**config.mk**
```make
export PLATFORM = sky130hd
export DESIGN_NAME = fifo_serial_tx
export DESIGN_NICKNAME = d
export VERILOG_FILES = /design/src/rtl/fifo_serial_tx_pkg.sv /design/src/rtl/tx_baud_tick.sv /design/src/rtl/fifo_serial_tx.sv
export SDC_FILE = /design/constraint.sdc
export NUM_CORES = 1
export LEC_CHECK = 0
export ABC_AREA = 1
export CORE_ASPECT_RATIO = 0.6
export CORE_UTILIZATION = 50
export CTS_CLUSTER_SIZE = 8
export DETAILED_ROUTE_END_ITERATION = 7
export GPL_ROUTABILITY_DRIVEN = 1
export GPL_TIMING_DRIVEN = 0
export HOLD_SLACK_MARGIN = 0.02
export PLACE_DENSITY = 0.76
export RECOVER_POWER = 50
export SYNTH_ARGS = -nofsm -noshare
export SYNTH_HDL_FRONTEND = slang
export SYNTH_SLANG_ARGS = --single-unit
```
**constraint.sdc**
```tcl
create_clock -name clk -period 5.4 [get_ports clk]
set_clock_uncertainty 0.1 [all_clocks]
set_input_delay 0.54 -clock clk [delete_from_list [all_inputs] [get_ports clk]]
set_output_delay 0.54 -clock clk [all_outputs]
set_load 0.02 [all_outputs]
```
**src/rtl/fifo_serial_tx_pkg.sv**
```systemverilog
// Shared state encoding and line-level constants for the FIFO serial transmitter.
package fifo_serial_tx_pkg;

    typedef enum logic [2:0] {
        IDLE,
        POP,
        START,
        DATA,
        PARITY,
        STOP
    } tx_state_t;

    localparam logic LINE_IDLE = 1'b1;
    localparam logic START_BIT = 1'b0;
    localparam logic STOP_BIT  = 1'b1;

endpackage

```
**src/rtl/tx_baud_tick.sv**
```systemverilog
// Bit-period timer: counts 0..CLKS_PER_BIT-1 while enabled and flags the terminal count.
module tx_baud_tick #(
    parameter int unsigned CLKS_PER_BIT = 4
) (
    input  logic clk,
    input  logic reset_n,
    input  logic i_clear,
    input  logic i_enable,
    output logic o_tick
);

    localparam int unsigned CW = (CLKS_PER_BIT > 1) ? $clog2(CLKS_PER_BIT) : 1;
    localparam logic [CW-1:0] LAST = CW'(CLKS_PER_BIT - 1);

    logic [CW-1:0] r_cnt;

    always_ff @(posedge clk or negedge reset_n) begin
        if (!reset_n) begin
            r_cnt <= '0;
        end else if (i_clear) begin
            r_cnt <= '0;
        end else if (i_enable) begin
            r_cnt <= (r_cnt == LAST) ? '0 : r_cnt + 1'b1;
        end
    end

    assign o_tick = i_enable && !i_clear && (r_cnt == LAST);

endmodule

```
**src/rtl/fifo_serial_tx.sv**
```systemverilog
// Pops words from the latch FIFO and sends each as start, LSB-first data, stop.
// Define FIFO_TX_PARITY_EN to insert an odd-parity bit after the MSB.
module fifo_serial_tx
    import fifo_serial_tx_pkg::*;
#(
    parameter int unsigned WIDTH        = 64,
    parameter int unsigned CLKS_PER_BIT = 4,
    parameter int unsigned CNT_WIDTH    = 16
) (
    input  logic                 clk,
    input  logic                 reset_n,
    input  logic [WIDTH-1:0]     fifo_data,
    input  logic                 fifo_empty,
    input  logic                 tx_enable,
    output logic                 read_n,
    output logic                 tx_out,
    output logic                 tx_busy,
    output logic                 frame_done,
    output logic [CNT_WIDTH-1:0] words_sent
);

    localparam int unsigned BW = (WIDTH > 1) ? $clog2(WIDTH) : 1;
    localparam logic [BW-1:0] LAST_BIT = BW'(WIDTH - 1);

    tx_state_t            r_state;
    logic [WIDTH-1:0]     r_shift;
    logic [BW-1:0]        r_bit_cnt;
    logic                 r_read_n;
    logic                 r_tx;
    logic                 r_busy;
    logic                 r_done;
    logic [CNT_WIDTH-1:0] r_words;
`ifdef FIFO_TX_PARITY_EN
    logic                 r_parity;
`endif

    logic w_tick;
    logic w_clear;
    logic w_baud_en;
    logic w_can_pop;

    assign w_clear   = (r_state == POP);
    assign w_baud_en = (r_state == START) || (r_state == DATA) ||
                       (r_state == PARITY) || (r_state == STOP);
    // Only looked at in IDLE and at the end of STOP.
    assign w_can_pop = tx_enable && !fifo_empty;

    tx_baud_tick #(
        .CLKS_PER_BIT(CLKS_PER_BIT)
    ) u_baud (
        .clk      (clk),
        .reset_n  (reset_n),
        .i_clear  (w_clear),
        .i_enable (w_baud_en),
        .o_tick   (w_tick)
    );

    always_ff @(posedge clk or negedge reset_n) begin
        if (!reset_n) begin
            r_state   <= IDLE;
            r_shift   <= '0;
            r_bit_cnt <= '0;
            r_read_n  <= 1'b1;
            r_tx      <= LINE_IDLE;
            r_busy    <= 1'b0;
            r_done    <= 1'b0;
            r_words   <= '0;
`ifdef FIFO_TX_PARITY_EN
            r_parity  <= 1'b0;
`endif
        end else begin
            r_done <= 1'b0;
            case (r_state)
                IDLE: begin
                    if (w_can_pop) begin
                        r_state  <= POP;
                        r_read_n <= 1'b0;
                        r_busy   <= 1'b1;
                    end
                end
                POP: begin
                    // FIFO output settled on the intervening negedge.
                    r_shift   <= fifo_data;
`ifdef FIFO_TX_PARITY_EN
                    r_parity  <= ~^fifo_data;
`endif
                    r_read_n  <= 1'b1;
                    r_tx      <= START_BIT;
                    r_bit_cnt <= '0;
                    r_state   <= START;
                end
                START: begin
                    if (w_tick) begin
                        r_tx    <= r_shift[0];
                        r_state <= DATA;
                    end
                end
                DATA: begin
                    if (w_tick) begin
                        if (r_bit_cnt == LAST_BIT) begin
`ifdef FIFO_TX_PARITY_EN
                            r_tx    <= r_parity;
                            r_state <= PARITY;
`else
                            r_tx    <= STOP_BIT;
                            r_state <= STOP;
`endif
                        end else begin
                            r_bit_cnt <= r_bit_cnt + 1'b1;
                            r_shift   <= r_shift >> 1;
                            r_tx      <= r_shift[1];
                        end
                    end
                end
`ifdef FIFO_TX_PARITY_EN
                PARITY: begin
                    if (w_tick) begin
                        r_tx    <= STOP_BIT;
                        r_state <= STOP;
                    end
                end
`endif
                STOP: begin
                    if (w_tick) begin
                        r_done  <= 1'b1;
                        r_words <= r_words + 1'b1;
                        if (w_can_pop) begin
                            r_state  <= POP;
                            r_read_n <= 1'b0;
                        end else begin
                            r_state <= IDLE;
                            r_busy  <= 1'b0;
                        end
                    end
                end
                default: begin
                    r_state  <= IDLE;
                    r_read_n <= 1'b1;
                    r_tx     <= LINE_IDLE;
                    r_busy   <= 1'b0;
                end
            endcase
        end
    end

    assign read_n     = r_read_n;
    assign tx_out     = r_tx;
    assign tx_busy    = r_busy;
    assign frame_done = r_done;
    assign words_sent = r_words;

endmodule

```
[After elaboration in Yosys (flattened, before gate mapping)]
Index checks and enable logic that the tools add are counted.
Storage, ports and cells
  bits of input ports: 68
  output and inout port bits: 20
  logic and storage cells: 78
  flip-flop bits (word level): 95
Operators by class
  $add $sub $neg: 3
  bitwise gates (word level): 3
  reductions and logical operators: 20
  mux-type cells: 29
  equal/unequal tests: 14
Operator list (number)
  64-bit 2-to-1 mux: 2
  64-bit one-hot mux with 2 select lines: 1
  16-bit by 1-bit adder with 16-bit output, second input constant: 1
  3-bit 2-to-1 mux: 5
  3-bit one-hot mux with 5 select lines: 1
  6-bit 2-to-1 mux: 2
  6-bit one-hot mux with 2 select lines: 1
  1-bit 2-to-1 mux: 11
  2-bit by 1-bit != test with 1-bit output, second input constant: 4
  6-bit by 1-bit adder with 6-bit output, second input constant: 1
  3-bit by 2-bit equality test with 1-bit output, second input constant: 2
  3-bit equality test, second input constant: 2
  6-bit equality test, second input constant: 1
  2-bit 2-to-1 mux: 3
  2-bit != test, second input constant: 3
  1-bit one-hot mux with 3 select lines: 2
  3-bit AND reduction: 2
  5-bit AND reduction: 1
  1-bit one-hot mux with 4 select lines: 1
  2-bit AND reduction: 2
  4-bit AND reduction: 1
  2-bit nonzero test: 2
  2-bit OR reduction: 2
  3-bit by 1-bit equality test with 1-bit output, second input constant: 1
  other kinds (8): 15

[Logic depth before layout (Yosys ltp)]
Gate-level depths: netlist (run 1).
  word-level depth: 8
  depth in mapped cells: 10
  gate-level depth less buffers: 10

[By module]
A second synthesis (run 1) with hierarchy kept.
Unflattened totals
  cells, all modules: 715
  area, all modules: 5031.1 um^2
Modules (own cells, without submodules)
  fifo_serial_tx: cells an instance 701, times used 1, seq. area each 2329.7 um^2, area each 4921.0 um^2
  tx_baud_tick: cells an instance 14, times used 1, seq. area each 50.0 um^2, area each 110.1 um^2

[Worst setup path after synthesis (run 1)]
OpenSTA, ideal clock, no wires.
  kind: register to register
  from: reg r_state[2]
  to: reg r_words[6], in the netlist words_sent[6]
  arrival: 1496 ps
  setup time: 130 ps
  data required time: 5170 ps
  clock period less this slack: 1726 ps
  cell stages (with the launch flop): 10
  buffers on the path: 0
  slack: 3674 ps
  cells stage by stage: dfrtp_1 -> inv_1 -> ha_1 -> inv_1 -> nand2_1 -> inv_1 -> nand2_2 -> nor2_1 -> nand2_1 -> xnor2_1
On the way
  longest elaborated chain between the ends: 7
  elaborated cells between the ends (all ways): 12
  those cells by class: eq/ne (5); reduce/logical (7)
RTL lines
  from (decl): line fifo_serial_tx.sv:25  | tx_state_t r_state;
  from (signal assigned): line fifo_serial_tx.sv:60  | r_state <= IDLE;
  from (signal assigned): line fifo_serial_tx.sv:76  | r_state <= POP;
  from (signal assigned): line fifo_serial_tx.sv:90  | r_state <= START;
  3-bit by 2-bit equality test with 1-bit output: line fifo_serial_tx.sv:43  | assign w_baud_en = (r_state == START) || (r_state == DATA) ||
  1-bit logical OR (2 in a row): line fifo_serial_tx.sv:43
  1-bit logical OR: line fifo_serial_tx.sv:44  | (r_state == PARITY) || (r_state == STOP);
  1-bit logical AND (2 in a row): line tx_baud_tick.sv:27  | assign o_tick = i_enable && !i_clear && (r_cnt == LAST);
  2-bit AND reduction (no source line) *
  to (signal assigned): line fifo_serial_tx.sv:126  | r_words <= r_words + 1'b1;
  to (decl): line fifo_serial_tx.sv:32  | logic [CNT_WIDTH-1:0] r_words;
Mark *: on every way between the ends. The rest lies on a longest branch, timed or not.
A chain may end at the register's enable or synchronous reset.

[Worst setup path in the final report (run 1)]
  from: reg r_state[2]
  to: reg r_words[7], in the netlist words_sent[7]
Same word-level chain as after synthesis.

==> results of run 1 <==
cells in the mapped netlist (all sizes together):
library cell	instances	area, um^2
a21boi	1	7.51
a21oi	4	20.0
a31oi	1	6.26
and2	1	6.26
and3	1	6.26
buf	28	174
clkinv	1	3.75
dfrtp	93	2330
dfstp	2	52.6
ha	4	50.1
inv	32	120
nand2	462	1740
nand3	19	95.1
nand3b	1	7.51
nand4	6	37.5
nor2	34	130
nor3	1	5.00
o21ai	13	65.1
or2	1	6.26
xnor2	4	35.0
xor2	5	43.8
kinds of logic (layout without fill, tap and decap cells):
kind of cell	after synthesis	count (layout)	share of synthesized area
simple gates	526	526	0.412
xor+xnor	9	9	0.0160
fa+ha+maj	4	4	0.0101
flops	95	95	0.482
buf+inv	61	164	0.0603
compound gates	19	19	0.0200
power by group:
part | total [mW] | switching, mW | internal (mW) | leakage (nW)
clock network | 0.692 | 0.276 | 0.417 | 0.155
logic | 1.62 | 1.04 | 0.575 | 2.00
registers | 1.05 | 0.118 | 0.928 | 1.25
final timing paths:
check / from / to / slack, ns
min in group asynchronous: reset_n / r_shift[45] / 0.60
setup reg to reg: r_state[2] / words_sent[7] / 3.18
hold reg to reg: r_shift[52] / r_shift[52] / 0.38
hold / removal: r_shift[52] / r_shift[52] / 0.38
max in group asynchronous: reset_n / words_sent[5] / 3.50
setup / recovery: r_state[2] / words_sent[7] / 3.18
state kept, by name, summed over array words and instances, names as in the netlist:
name / count
tx_out: 1
r_bit_cnt: 6
words_sent: 16
frame_done: 1
tx_busy: 1
read_n: 1
r_shift: 64
u_baud.r_cnt: 2
r_state: 3
final cells by class:
type	count	area [um^2]	share of cell area
tap	130	163	0.0258
inverter	33	124	0.0196
clock inverter	5	81.3	0.0129
timing repair buffer	88	892	0.141
buffer	28	174	0.0276
clock buffer	10	239	0.0379
sequential	95	2380	0.377
multi-input combinational	558	2260	0.358
critical path: stages, from the launching register on:
cell and delay (ns):
dfrtp_1 0.43, inv_1 0.10, ha_1 0.33, inv_1 0.09, nand2_1 0.10, inv_1 0.07, nand2_1 0.25, inv_1 0.35
nand3_1 0.14, xnor2_1 0.14
stage by stage:
step / utilization / hold WS [ns] / power, mW / cells / instance area (um^2)
6_report: 0.672 / 0.378 / 3.36 / 947 / 6310
5_1_grt: 0.672 / 0.395 / 3.66 / 947 / 6310
4_1_cts: 0.673 / 0.0452 / 3.38 / 947 / 6320
3_5_place_dp: 0.639 / 0.365 / 2.67 / 932 / 6000
3_3_place_gp: 0.636 / 0.361 / 2.61 / 931 / 5970
2_1_floorplan: - / 0.144 / 2.21 / 714 / 4940
layer usage:
layer / part of all wire / routed length [um] / GRT usage
met1: 0.50 / 6050 / 0.377
met5: 0 / 0 / 0
met3: 0.070 / 836 / 0.0660
met2: 0.42 / 5040 / 0.377
met4: 0.0061 / 73 / 0.0465
==> impl_metrics.yaml, run 1 <==
clock_network:
  cts_tree: "built"
  cts_buffer_depth: 2
  postCtsSetupBuffers: 0
  cts_sinks: 95
  cts_buffers: 9
  ctsHoldBuffers: 0
  clk_latency_ns: 0.35
  cts.clk_slew.worst_paths_ns: 0.07
  ctsRootBufferMaster: "clkbuf_16"
  cts_resized: 0
  cts_max_level: 3
logic_synthesis:
  synth_area_per_cell_um2: 6.92
  yosys_warnings: 0
  synth_cell_types: 27
  synth_area_um2: 4940
  seq_area_frac_synth: 0.482
  syn-num-nets: 786
  synth-seq-cells: 95
  syn-instance-count: 714
run_status:
  violations: "capacitance limit, slew limit"
  status: "complete, but fails checks"
sta:
  max_freq_ghz: 0.450
  layout_setup_ws_ns: 3.18
  hold_viol: 0
  setup_violations: 0
  tightest_slew_ns: 1.88
  max-slew-margin-rel: -0.254
  finalSetupTns_ns: 0
  finalMaxSlewViolations: 33
  min_period_ns: 2.22
  rsz0062_at_grt: "false"
  fin_crit_sh: 0.412
min_path:
  hold_path.class: "flip-flop to flip-flop"
  holdPathStages: 2
job:
  cap_violations: 1
routing:
  wl_per_cell_um: 12.7
  dr.pass1.iters: 5
  drt_iter0_markers: 278
  num_vias: 4616
  vias_per_cell: 4.87
  final_antenna_net_count: 0
  drt-total-wl_um: 12000
  drcViolationCount: 0
die:
  initial_core_util: 0.526
  core_region_area_um2: 9390
  die_area_um2: 10300
  rows: 27
  ios: 88
  dieWidth_um: 130
  die_height_um: 79.0
power:
  leakage_nw: 3.40
  cellPowerDensity_nw_per_um2: 532
  peakVddDrop_uv: 255
worst_setup_path:
  rr_worst_depth: 9
  cp-end-kind: "flip-flop"
  cp.required_ns: 5.53
  worst-endpoint-arrival_ns: 2.36
  worstSetupPathType: "flip-flop to flip-flop"
  crit_path_max_fanout: 10
  start_kind: "flip-flop"
final_layout:
  fin_nets: 885
  fillers: 824
  final_common_cell: "nand2_1"
  drive_above_1_share: 0.0636
  diodes: 0
  area_growth_pct: 27.8
  final_cell_mix: "nand2_1 (461), dfrtp_1 (93), clkdlybuf4s50_1 (86)"
placed_design:
  gp_congestion: 0.984
  port_buffers: 87
  place_ws_ns: 3.39
  hpwl_um: 8480
global_route:
  gr-total-overflow: 0
  grt_pass1_vias: 4245
  grt_max_degree: 64
  antenna_found_initial: 0
  grtUsageTotal: 0.254
  grt_pass1_wl_um: 20000
Note: power is estimated with default switching activity, not from simulation.
==> inputs of run 2 (changes only) <==
--- a/config.mk
+++ b/config.mk
@@ -7,13 +7,13 @@
 export LEC_CHECK = 0
 export ABC_AREA = 1
 export CORE_ASPECT_RATIO = 0.6
-export CORE_UTILIZATION = 50
+export CORE_UTILIZATION = 48
 export CTS_CLUSTER_SIZE = 8
 export DETAILED_ROUTE_END_ITERATION = 7
 export GPL_ROUTABILITY_DRIVEN = 1
 export GPL_TIMING_DRIVEN = 0
 export HOLD_SLACK_MARGIN = 0.02
-export PLACE_DENSITY = 0.76
+export PLACE_DENSITY = 0.77
 export RECOVER_POWER = 50
 export SYNTH_ARGS = -nofsm -noshare
 export SYNTH_HDL_FRONTEND = slang
==> constraint.sdc (replaced) <==
create_clock -name clk -period 1.9 [get_ports clk]
set_clock_uncertainty 0.1 [all_clocks]
set_input_delay 0.19 -clock clk [delete_from_list [all_inputs] [get_ports clk]]
set_output_delay 0.19 -clock clk [all_outputs]
set_load 0.02 [all_outputs]
==> impl_metrics.yaml, run 2 (synthesized netlist as in run 1, its figures left out) <==
final_layout:
  final_common_cell: "nand2_1"
  diodes: 0
  top_register: "r_shift"
  drive_above_1_share: 0.0768
  largest_reg_flops: 64
  area_growth_pct: 29.2
  instances_no_fill: 955
  fin_nets: 888
  final_cell_mix: "nand2_1 (459), dfrtp_1 (93), clkdlybuf4s50_1 (86)"
job:
  cap_violations: 0
clock_network:
  cts_max_level: 3
  cts.clk_slew.worst_paths_ns: 0.06
  cts_buffers: 9
  cts_tree: "built"
  clk_latency_ns: 0.34
  cts_sinks: 95
  ctsRootBufferMaster: "clkbuf_16"
  cts_buffer_depth: 2
routing:
  vias_per_cell: 4.87
  drt_iter0_markers: 269
  num_vias: 4652
  final_antenna_net_count: 0
  drt-total-wl_um: 11700
  dr.pass1.iters: 5
  drcViolationCount: 0
  wl_per_cell_um: 12.2
power:
  p_int_mw: 5.38
  leakage_nw: 3.41
  peakVddDrop_uv: 748
  pwr-share-comb: 0.513
  cellPowerDensity_nw_per_um2: 1480
  power_frac_clock: 0.172
  switchingPower_mw: 4.06
  seqPwrFrac: 0.315
  p_sw_frac: 0.430
global_route:
  gr-total-overflow: 0
  antenna_found_initial: 0
  grt_max_degree: 53
  grt_pass1_wl_um: 19300
  grtUsageTotal: 0.231
  grt_pass1_vias: 4167
min_path:
  hold_path.class: "input pin to flip-flop"
  holdPathStages: 5
worst_setup_path:
  worstSetupPathType: "flip-flop to flip-flop"
  rr_worst_depth: 8
  start_kind: "flip-flop"
  worst-endpoint-arrival_ns: 1.94
  cp.required_ns: 2.03
  cp-end-kind: "flip-flop"
  crit_path_max_fanout: 10
placed_design:
  hpwl_um: 8300
  dp_cells: 937
  gp_congestion: 0.866
  port_buffers: 87
sta:
  tightest_slew_ns: 1.16
  fin_crit_sh: 0.954
  rsz0062_at_grt: "true"
  max_freq_ghz: 0.551
  finalMaxSlewViolations: 0
  whs_ns: 0.373
  setup_violations: 0
  min_period_ns: 1.81
  hold_viol: 0
  finalSetupTns_ns: 0
  max-slew-margin-rel: 0.227
die:
  rows: 28
  core_region_area_um2: 9910
  initial_core_util: 0.498
  dieWidth_um: 133
  ios: 88
  die_height_um: 80.6
  die_area_um2: 10700
run_status:
  status: "complete, no violations"
## run 2: power by group through the flow
stage	combinational, mW	sequential (mW)	clock (mW)
6_report	4.84	2.97	1.62
5_1_grt	5.51	3.03	1.75
4_1_cts	4.72	2.96	1.68
3_5_place_dp	4.57	2.99	0
3_3_place_gp	4.41	2.97	0
2_1_floorplan	3.33	2.96	0
## run 2: per-stage QoR
stage	worst slack, ns	total power, mW	util	instance area (um^2)
floorplan	0.174	6.29	-	4940
finish	0.0867	9.44	0.643	6380
global route	-0.0253	10.3	0.643	6380
CTS	0.00809	9.35	0.636	6310
global placement	-3.05	7.37	0.603	5980
detailed placement	-0.0620	7.56	0.606	6000
## run 2: worst paths after layout
kind                                from     endpoint  slack [ns]
setup / recovery              r_state[1]  r_shift[39]        0.09
hold / removal             fifo_data[57]  r_shift[57]        0.37
setup reg to reg              r_state[1]  r_shift[39]        0.09
min in group asynchronous        reset_n  r_shift[23]        0.51
max in group asynchronous        reset_n   r_state[0]        0.36
hold reg to reg              r_shift[43]  r_shift[43]        0.38
## run 2: layout make-up
class,count,area [um^2]
repair buffers,91,918
plain buffers,28,203
multi-input cells,558,2320
well taps,135,169
clock buffers,14,254
inverters,33,131
fillers,869,3530
clock inverters,1,5.00
flip-flops and latches,95,2380
## run 2: critical path: stages (launching register included)
cell and delay, ns:
dfrtp_1 0.45, nor2_2 0.25, nand2_1 0.18, nand2_1 0.18
nand2_4 0.11, buf_8 0.16, buf_6 0.14, nand2_1 0.06
nand2_1 0.06
## run 2: layer usage
layer | routed length [um] | track usage | vias up
met4 | 171 | 0.0747 | 0
met3 | 715 | 0.0600 | 19
met5 | 0 | 0 | -
met2 | 5040 | 0.348 | 120
li1 | - | - | 2368
met1 | 5760 | 0.324 | 2145
## run 2: what timing repair did
action	4_1_cts	5_1_grt
setup buffers	0	2
pin swaps	0	2
endpoints found under the setup margin	65	81
gates resized for setup	12	16
hold buffers	1	0
gates cloned	0	0
endpoints found under the hold margin	41	0
==> inputs of run 3 (changes only) <==
--- a/config.mk
+++ b/config.mk
@@ -11,7 +11,6 @@
 export CTS_CLUSTER_SIZE = 8
 export DETAILED_ROUTE_END_ITERATION = 7
 export GPL_ROUTABILITY_DRIVEN = 1
-export GPL_TIMING_DRIVEN = 0
 export HOLD_SLACK_MARGIN = 0.02
 export PLACE_DENSITY = 0.77
 export RECOVER_POWER = 50
==> impl_metrics.yaml, run 3 (synthesized netlist as in run 1, its figures left out) <==
job:
  cap_violations: 0
routing:
  dr.pass1.iters: 5
  drt_iter0_markers: 315
  vias_per_cell: 4.92
  final_antenna_net_count: 0
  wl_per_cell_um: 13.0
  num_vias: 4660
  drt-total-wl_um: 12300
  drcViolationCount: 0
final_layout:
  fin_nets: 880
  final_util: 0.657
  diodes: 0
  top_register: "r_shift"
  largest_reg_flops: 64
  final_cell_mix: "nand2_1 (459), dfrtp_1 (93), clkdlybuf4s50_1 (84)"
  drive_above_1_share: 0.0689
  final_common_cell: "nand2_1"
  area_growth_pct: 31.8
clock_network:
  cts_tree: "built"
  clk_latency_ns: 0.34
  cts.clk_slew.worst_paths_ns: 0.06
  cts_max_level: 3
  cts_buffers: 9
  cts_sinks: 95
  ctsRootBufferMaster: "clkbuf_16"
  cts_buffer_depth: 2
sta:
  fin_crit_sh: 0.953
  setup_violations: 0
  min_period_ns: 1.81
  tightest_slew_ns: 0.953
  hold_viol: 0
  layout_setup_ws_ns: 0.0884
  finalSetupTns_ns: 0
  finalMaxSlewViolations: 0
  max-slew-margin-rel: 0.365
  max_freq_ghz: 0.552
die:
  initial_core_util: 0.498
  ios: 88
  die_height_um: 80.6
  dieWidth_um: 133
  rows: 28
  die_area_um2: 10700
  core_region_area_um2: 9910
placed_design:
  place_ws_ns: -0.0266
  gp_congestion: 0.845
  port_buffers: 87
  hpwl_um: 7980
worst_setup_path:
  crit_chain: "ha_2 -> nand3_2 -> o21ai_2 -> nand2_1 -> nand2_4 -> inv_6 -> buf_12 -> nand2_1 -> nand2_1"
  cp-end-kind: "flip-flop"
  cp.depth: 9
  cpMostUsedCell: "nand2_1"
  cp_num_buf_inv: 2
  crit_family: "simple AND/OR/NAND/NOR gates"
  crit_path_max_fanout: 15
  cp.required_ns: 2.03
  start_kind: "flip-flop"
  worst-endpoint-arrival_ns: 1.94
  timing.rr.start: "r_bit_cnt[1]"
  rr_worst_depth: 9
  slowest_stage: "dfrtp_1"
  slowest_delay_ns: 0.38
  rrSetupSlack_ns: 0.09
  worstSetupPathType: "flip-flop to flip-flop"
  reg2reg_to: "r_shift[56]"
min_path:
  hp-start: "fifo_data[63]"
  hold_path.class: "input pin to flip-flop"
  min_to: "r_shift[63]"
  holdPathStages: 3
run_status:
  status: "complete, no violations"
global_route:
  grtUsageTotal: 0.231
  grt_pass1_vias: 4346
  gr-total-overflow: 0
  grt_max_degree: 62
  grt_pass1_wl_um: 19600
  antenna_found_initial: 0
power:
  cellPowerDensity_nw_per_um2: 1550
  p_total_mw: 10.1
  leakage_nw: 3.47
  peakVddDrop_uv: 716
## run 3: cell count changes in the layout (fill, tap and decap cells not counted), moves of 2 or more
cell	change
buf_2	-15
buf_4	+6
buf_12	+5
buf_6	-5
bufinv_16	+4
clkbuf_1	-3
clkbuf_16	+2
clkdlybuf4s50_1	-2
dlygate4sd3_1	+2
inv_1	+2
## run 3: area by class of cell
type | instances | area, um^2
fillers | 843 | 3400
inverters | 33 | 129
flip-flops and latches | 95 | 2380
multi-input cells | 558 | 2310
repair buffers | 111 | 1150
clock inverters | 5 | 129
well taps | 135 | 169
clock buffers | 11 | 243
## run 3: how the worst max path moves through the flow
stage / from / slack [ns] / to
final: r_bit_cnt[1] / 0.09 / r_shift[56]
after global routing: r_bit_cnt[1] / -0.004 / r_shift[9]
after CTS: r_bit_cnt[1] / 0.03 / r_shift[56]
after detailed placement: r_state[2] / -0.03 / words_sent[9]
after global placement: r_state[1] / 0.10 / words_sent[11]
after floorplan: r_state[2] / 0.17 / words_sent[6]
## run 3: repair_timing
item | CTS | global route
pin swaps | 0 | 2
hold endpoints to repair | 35 | 0
setup buffers | 0 | 4
hold buffers | 1 | 0
resized for setup | 3 | 10
cloned | 0 | 2
endpoints found under the setup margin | 35 | 76
## run 3: metal layers
| layer | vias to the layer above | part of all wire | GRT usage |
|---|---|---|---|
| li1 | 2353 | - | - |
| met3 | 11 | 0.067 | 0.0568 |
| met2 | 153 | 0.46 | 0.373 |
| met5 | - | 0 | 0 |
| met4 | 0 | 0.0075 | 0.0678 |
| met1 | 2143 | 0.47 | 0.310 |
## run 3: worst register-to-register path: stages (launching register included)
cell     delay, ns
dfrtp_1       0.38
ha_2          0.23
nand3_2       0.12
o21ai_2       0.19
nand2_1       0.12
nand2_4       0.16
inv_6         0.08
buf_12        0.16
nand2_1       0.09
nand2_1       0.07
## run 3: where the power goes
group	total, mW	internal, mW	leakage, nW	switching [mW]
sequential	2.98	2.64	1.25	0.344
combinational	4.92	1.86	2.04	3.06
clock	2.22	1.46	0.180	0.760
## run 3: through the flow
step	hold WS [ns]	instances	cell area (um^2)
floorplan	-0.206	714	4940
global placement	0.0839	925	6000
detailed placement	0.0907	925	6000
CTS	0.274	942	6400
global route	0.340	948	6510
finish	0.319	948	6510
